**config.mk**
```make
export PLATFORM = sky130hd
export DESIGN_NAME = lab1_imul_mul_accum
export DESIGN_NICKNAME = d
export VERILOG_FILES = /design/src/rtl/lab1_imul_mul_accum_pkg.sv /design/src/rtl/lab1_imul_mul_accum_dpath.sv /design/src/rtl/lab1_imul_mul_accum.sv
export SDC_FILE = /design/constraint.sdc
export NUM_CORES = 1
export LEC_CHECK = 0
export CORE_ASPECT_RATIO = 0.7
export CORE_UTILIZATION = 53
export CTS_CLUSTER_SIZE = 20
export DETAILED_ROUTE_END_ITERATION = 8
export PLACE_DENSITY_LB_ADDON = 0.05
export SETUP_SLACK_MARGIN = 0.3
export SYNTH_ARGS = -nofsm -noshare
export SYNTH_HDL_FRONTEND = slang
export SYNTH_SLANG_ARGS = --single-unit
```
**constraint.sdc**
```tcl
create_clock -name clk -period 4.2 [get_ports clk]
set_input_delay 1.05 -clock clk [delete_from_list [all_inputs] [get_ports clk]]
set_output_delay 1.05 -clock clk [all_outputs]
set_load 0.02 [all_outputs]
```
**src/rtl/lab1_imul_mul_accum_pkg.sv**
```systemverilog
// Shared types and helpers for the product accumulator.
package lab1_imul_mul_accum_pkg;

    // Control FSM states: collecting products, or holding a finished sum.
    typedef enum logic {
        STATE_ACCUM = 1'b0,
        STATE_DONE  = 1'b1
    } state_t;

    // Width of the per-group product counter.
    function automatic int unsigned count_width(input int unsigned nprods);
        return $clog2(nprods + 1);
    endfunction

endpackage

```
**src/rtl/lab1_imul_mul_accum_dpath.sv**
```systemverilog
// Accumulator datapath: running sum, group counter and the held output sum.
module lab1_imul_mul_accum_dpath
    import lab1_imul_mul_accum_pkg::*;
#(
    parameter int unsigned p_nprods = 4
) (
    input  logic        clk,
    input  logic        reset,
    input  logic [31:0] i_msg,
    input  logic        i_acc_clear,
    input  logic        i_acc_en,
    input  logic        i_sum_en,
    output logic        o_count_is_last,
    output logic [31:0] o_sum
);

    localparam int unsigned CountW = count_width(p_nprods);

    logic [31:0]       r_acc;
    logic [31:0]       r_sum;
    logic [CountW-1:0] r_count;
    logic [31:0]       w_add;

    // Carry out is dropped, so the sum wraps modulo 2^32.
    assign w_add           = r_acc + i_msg;
    assign o_count_is_last = (r_count == CountW'(p_nprods - 1));
    assign o_sum           = r_sum;

    // Running sum and product counter; clear wins over accumulate.
    always_ff @(posedge clk) begin
        if (reset) begin
            r_acc   <= '0;
            r_count <= '0;
        end else if (i_acc_clear) begin
            r_acc   <= '0;
            r_count <= '0;
        end else if (i_acc_en) begin
            r_acc   <= w_add;
            r_count <= r_count + CountW'(1);
        end
    end

    // Finished group sum, held stable until the sink takes it.
    always_ff @(posedge clk) begin
        if (reset) begin
            r_sum <= '0;
        end else if (i_sum_en) begin
            r_sum <= w_add;
        end
    end

endmodule

```
**src/rtl/lab1_imul_mul_accum.sv**
```systemverilog
// Product accumulator: sums each group of p_nprods products and emits one sum
// per group. Control FSM lives here; registers and adder live in the datapath.
module lab1_imul_mul_accum
    import lab1_imul_mul_accum_pkg::*;
#(
    parameter int unsigned p_nprods = 4
) (
    input  logic        clk,
    input  logic        reset,
    input  logic        istream_val,
    output logic        istream_rdy,
    input  logic [31:0] istream_msg,
    output logic        ostream_val,
    input  logic        ostream_rdy,
    output logic [31:0] ostream_msg
);

    state_t r_state;
    state_t w_state_next;
    logic   w_acc_clear;
    logic   w_acc_en;
    logic   w_sum_en;
    logic   w_count_is_last;

    // State register.
    always_ff @(posedge clk) begin
        if (reset) begin
            r_state <= STATE_ACCUM;
        end else begin
            r_state <= w_state_next;
        end
    end

    // Next state and control; handshakes depend on state only, masked by reset.
    always_comb begin
        w_state_next = r_state;
        istream_rdy  = 1'b0;
        ostream_val  = 1'b0;
        w_acc_clear  = 1'b0;
        w_acc_en     = 1'b0;
        w_sum_en     = 1'b0;
        unique case (r_state)
            STATE_ACCUM: begin
                istream_rdy = !reset;
                if (istream_val && !reset) begin
                    if (w_count_is_last) begin
                        w_sum_en     = 1'b1;
                        w_acc_clear  = 1'b1;
                        w_state_next = STATE_DONE;
                    end else begin
                        w_acc_en = 1'b1;
                    end
                end
            end
            STATE_DONE: begin
                ostream_val = !reset;
                if (ostream_rdy) begin
                    w_state_next = STATE_ACCUM;
                end
            end
        endcase
    end

    lab1_imul_mul_accum_dpath #(
        .p_nprods (p_nprods)
    ) u_dpath (
        .clk             (clk),
        .reset           (reset),
        .i_msg           (istream_msg),
        .i_acc_clear     (w_acc_clear),
        .i_acc_en        (w_acc_en),
        .i_sum_en        (w_sum_en),
        .o_count_is_last (w_count_is_last),
        .o_sum           (ostream_msg)
    );

endmodule

```
Yosys cells after proc, flatten, opt, wreduce, memory -nomap -nowiden
Cells that the tools add are included.
{"block": "totals", "reg_bits": 68, "elab_cells": 21, "memories": 0, "out_inout_bits": 34, "mem_bits_rw": 0, "latch_bits": 0, "in_bits": 36, "mem_bits_ro": 0}
{"block": "classes", "shift": 0, "div": 0, "muxes": 10, "multipliers": 0, "n_reduce_logical": 3, "eq_ne": 1, "order_cmp": 0, "add_sub_neg": 2, "n_bitwise": 1}
{"op": "$add 32x32->32", "count": 1}
{"op": "$mux 1", "count": 9}
{"op": "$add 3x1->3 const B", "count": 1}
{"op": "$eq 3x2->1 const B", "count": 1}
{"op": "$pmux 1 s2", "count": 1}
{"op": "$reduce_or 2->1", "count": 1}
{"op": "$logic_and 1x1->1", "count": 1}
{"op": "$logic_not 1->1", "count": 1}
{"op": "$not 1->1", "count": 1}

Logic depth before layout (Yosys ltp)
{"block": "logic_depth", "depth_word": 5, "ltp_mapped": 12, "depth_no_buf": 12}

Cells and area by module
Synthesis repeated with hierarchy kept, for this count alone.
{"block": "hier_totals", "cells_unflattened": 475, "area_unflattened_um2": 4229.1}
{"mod": "lab1_imul_mul_accum_dpath", "area_per_inst_um2": 4156.5, "cells_per_inst": 468, "seq_area_each_um2": 1341.3, "instances": 1}
{"mod": "lab1_imul_mul_accum", "area_per_inst_um2": 72.6, "cells_per_inst": 7, "seq_area_each_um2": 20.0, "instances": 1}

Least setup slack after synthesis
OpenSTA, ideal clock, no wires.
{"block": "synth_path", "path_kind": "input to register", "from": "input istream_msg[0]", "to": "register u_dpath.r_acc[30]", "path_buffers": 0, "required_time_ps": 4071, "cell_stages": 12, "setup_ps": 129, "path_slack_ps": 750, "arrival_ps": 3321, "cell_sequence": "ha_1 fa_1 a21oi_1 o21ai_0 a221o_2 nand3_2 o21ai_2 a211oi_4 o31ai_2 o31ai_2 xor2_1 o21ai_0"}
{"block": "synth_between", "elab_chain_cells": 1}
{"item": "start, declared", "line_no": "lab1_imul_mul_accum.sv:12", "text": "input logic [31:0] istream_msg,"}
{"item": "$add 32x32->32", "line_no": "lab1_imul_mul_accum_dpath.sv:25", "text": "assign w_add = r_acc + i_msg;"}
{"item": "end signal, assigned", "line_no": "lab1_imul_mul_accum_dpath.sv:38", "text": "r_acc <= w_add;"}
{"item": "end, declared", "line_no": "lab1_imul_mul_accum_dpath.sv:19", "text": "logic [31:0] r_acc;"}
Every way passes these cells.
A chain may end at the register's enable or synchronous reset.

Worst setup path after layout
Ends and elaborated chain as after synthesis.

==> results.md <==
- Status: completed
- Root Driver: clkbuf_8
- Worst Path Required: 4.40 ns
- Post-synthesis async set-or-reset flop share: 0
- CP max stage delay: 0.41 ns
- YS warnings: 0
- I/O pins: 70
- Top_reg_cell synth: dfxtp_1
- Drt drc: 0
- CP arrival: 3.95 ns
- Final min period: 3.75 ns
- Clk slew on worst S/H paths: 0.07 ns
- Routed Antenna Nets: 0
- Fin Setup TNS: 0 ns
- Die ar.: 7710 sq um
- Top post-synthesis cells by area: dfxtp_1, ha_1, nand3b_1
- Final Non-Filler Cells: 636
- Syn nets: 541
- Post-DP HPWL: 6830 microns
- Hold_ws: 0.475 ns
- Crit path capture type: flip-flop
- Switch share: 0.313
- Grt total ovfl: 0
- Cell Area, Synth: 3900 sq um
- Internal power: 0.00118 W
- WL final: 9580 microns
- Max-cap violations: 0
- Post-synthesis sequential area ratio: 0.349
- Number of synthesized flops with an enable pin: 0
- Clock power share: 0.323
- Via count: 3601
- Worst skew pair latency: 0.35 ns
- WL/cell: 15.1 microns
- Comb pwr share: 0.268
- Placed Cells incl. Taps: 620
- Largest area contributor in the netlist: dfxtp_1
- H-Tree Depth: 3
- Synth cell count leaders: dfxtp_1, o21ai_0, nand2_1, a21oi_1, nand3b_1
- Actual slew at the worst max-slew pin: 0.874 ns
- Flop pwr share: 0.409
- Initial antenna violation count: 0
- Layout area overhead: 25.4%
- Core area: 6940 sq um
- Clk_skew: 0.0121 ns
- Die Wd: 105 microns
- DR pass1 iterations: 4
- Critical-path cell list: clkdlybuf4s50_1 -> ha_1 -> fa_1 -> a21oi_1 -> o21ai_0 -> a221o_2 -> nand3_2 -> o21ai_2 -> a211oi_4 -> o31ai_2 -> o31ai_2 -> xor2_1 -> o21ai_0
- Nets: 607
- # setup viols final: 0
- Initial Util: 0.562
- Routability cong.: 0.908
- Count of cell types in the netlist: 44
- HP Class: flip-flop to flip-flop
- Die Height: 73.8 microns
- Number of buffers created by CTS: 9
- WS Path Type: primary input to flip-flop
- Layout cells sized above 1: 0.0572
- Worst IR Drop VDD: 176 uV
- ANT cells: 0
- NetSw: 0.000536 W
- Via/cell ratio: 5.66
- Worst setup SP type: primary input
- Lkg Pwr: 1.98 nW
- Post-synth top area share: 0.349
- Largest net degree at the start of global routing: 42
- Tcrit/Tclk final: 0.893
- Row count: 25
- RSZ-0062 raised after global routing: false
- Rel. slew slack: 0.416
- Worst path slowest cell: clkdlybuf4s50_1
- First-pass GRT wire length: 15500 microns
- Sink Count: 68
- Deepest clock path buffer count: 2
- Syn Area/Cell: 8.28 sq um
- CP max FO: 2
- Vias in the first global route: 3380
- Post-CTS Setup Inserts: 0
- Yosys reg bits: 68
- Count leader, synth: dfxtp_1
- Final hold vios: 0
- Total Routing Usage GR: 0.256
- Power per Cell Area: 350 nW/um^2
- Max-slew violation count: 0
- Fmax: 0.267 GHz
- I/O Buffers: 69
- CTS tree: done
- Mapped Cells: 471
- DRT iter0 DRCs: 177
## cell usage in the layout (no fill, tap or decap), types with 2 or more instances in the layout
cell type	count
o31ai_2	2
xnor2_1	19
ha_1	33
o21ai_1	2
o21bai_1	9
and2_1	2
a31oi_1	3
nand2_1	56
nor2_1	30
nand4_1	2
xor2_1	11
a21o_1	7
and3_1	4
o21a_1	2
o21ai_0	58
nand3b_1	40
a22oi_1	7
a21oi_1	40
dfxtp_1	68
inv_1	10
nor3_1	3
clkdlybuf4s50_1	68
buf_4	4
clkbuf_8	10
nand3_1	6
nand2b_1	6
nor2b_1	14
## critical path: cells and delay by family
kind | cells | cell delay, ns
xor+xnor | 1 | 0.21
compound gates | 8 | 1.55
simple gates | 1 | 0.10
fa+ha+maj | 2 | 0.64
buf+inv | 1 | 0.41
## per-stage QoR
step	power (W)	worst slack (ns)	utilization	instance area, sq um
after floorplan	0.00104	0.750	-	3900
after global placement	0.00115	0.168	0.674	4680
after detailed placement	0.00116	0.0975	0.674	4680
after CTS	0.00172	0.464	0.703	4880
after global routing	0.00181	0.313	0.704	4890
final	0.00171	0.450	0.704	4890
## what timing repair did
item | CTS | global route
setup endpoints to repair | 0 | 2
hold buffers | 0 | 0
resized for setup | 0 | 1
## sequential cells by signal, indices dropped and copies added (netlist names)
name             count
u_dpath.o_sum       32
u_dpath.r_acc       32
u_dpath.r_count      3
r_state              1
## power by group through the flow
stage,Clock [W],Combinational (W),Sequential [W]
floorplan,0,0.000329,0.000710
global placement,0,0.000437,0.000714
finish,0.000553,0.000459,0.000702
detailed placement,0,0.000449,0.000715
CTS,0.000566,0.000452,0.000701
global route,0.000592,0.000509,0.000705
## worst paths after layout
path,cells after the start,slack (ns),from,end
setup / recovery,13,0.45,istream_msg[0],u_dpath.r_acc[30]
hold / removal,2,0.48,u_dpath.o_sum[16],u_dpath.o_sum[16]
setup reg to reg,12,1.25,u_dpath.r_acc[0],u_dpath.r_acc[30]
hold reg to reg,2,0.48,u_dpath.o_sum[16],u_dpath.o_sum[16]
## per-layer routing
layer	wire length, microns	vias to the layer above	GRT usage
li1	-	1802	-
met4	140	0	0.0968
met5	0	-	0
met3	637	14	0.0479
met1	4650	1653	0.339
met2	4150	132	0.419
## logic make-up after synthesis
kind of cell	count (synthesis)	synth area share
flops	68	0.349
simple gates	168	0.228
compound gates	141	0.214
fa+ha+maj	34	0.111
xor+xnor	30	0.0674
buf+inv	29	0.0279
mux	1	0.00289
## area by class of cell
type                    count  area, sq um
flip-flops and latches     68         1360
clock inverters             5         60.1
well taps                  94          118
fillers                   570         2050
repair buffers             74          736
inverters                  10         37.5
multi-input cells         374         2440
clock buffers              11          141
No activity file was read; power rests on OpenSTA's default activity.
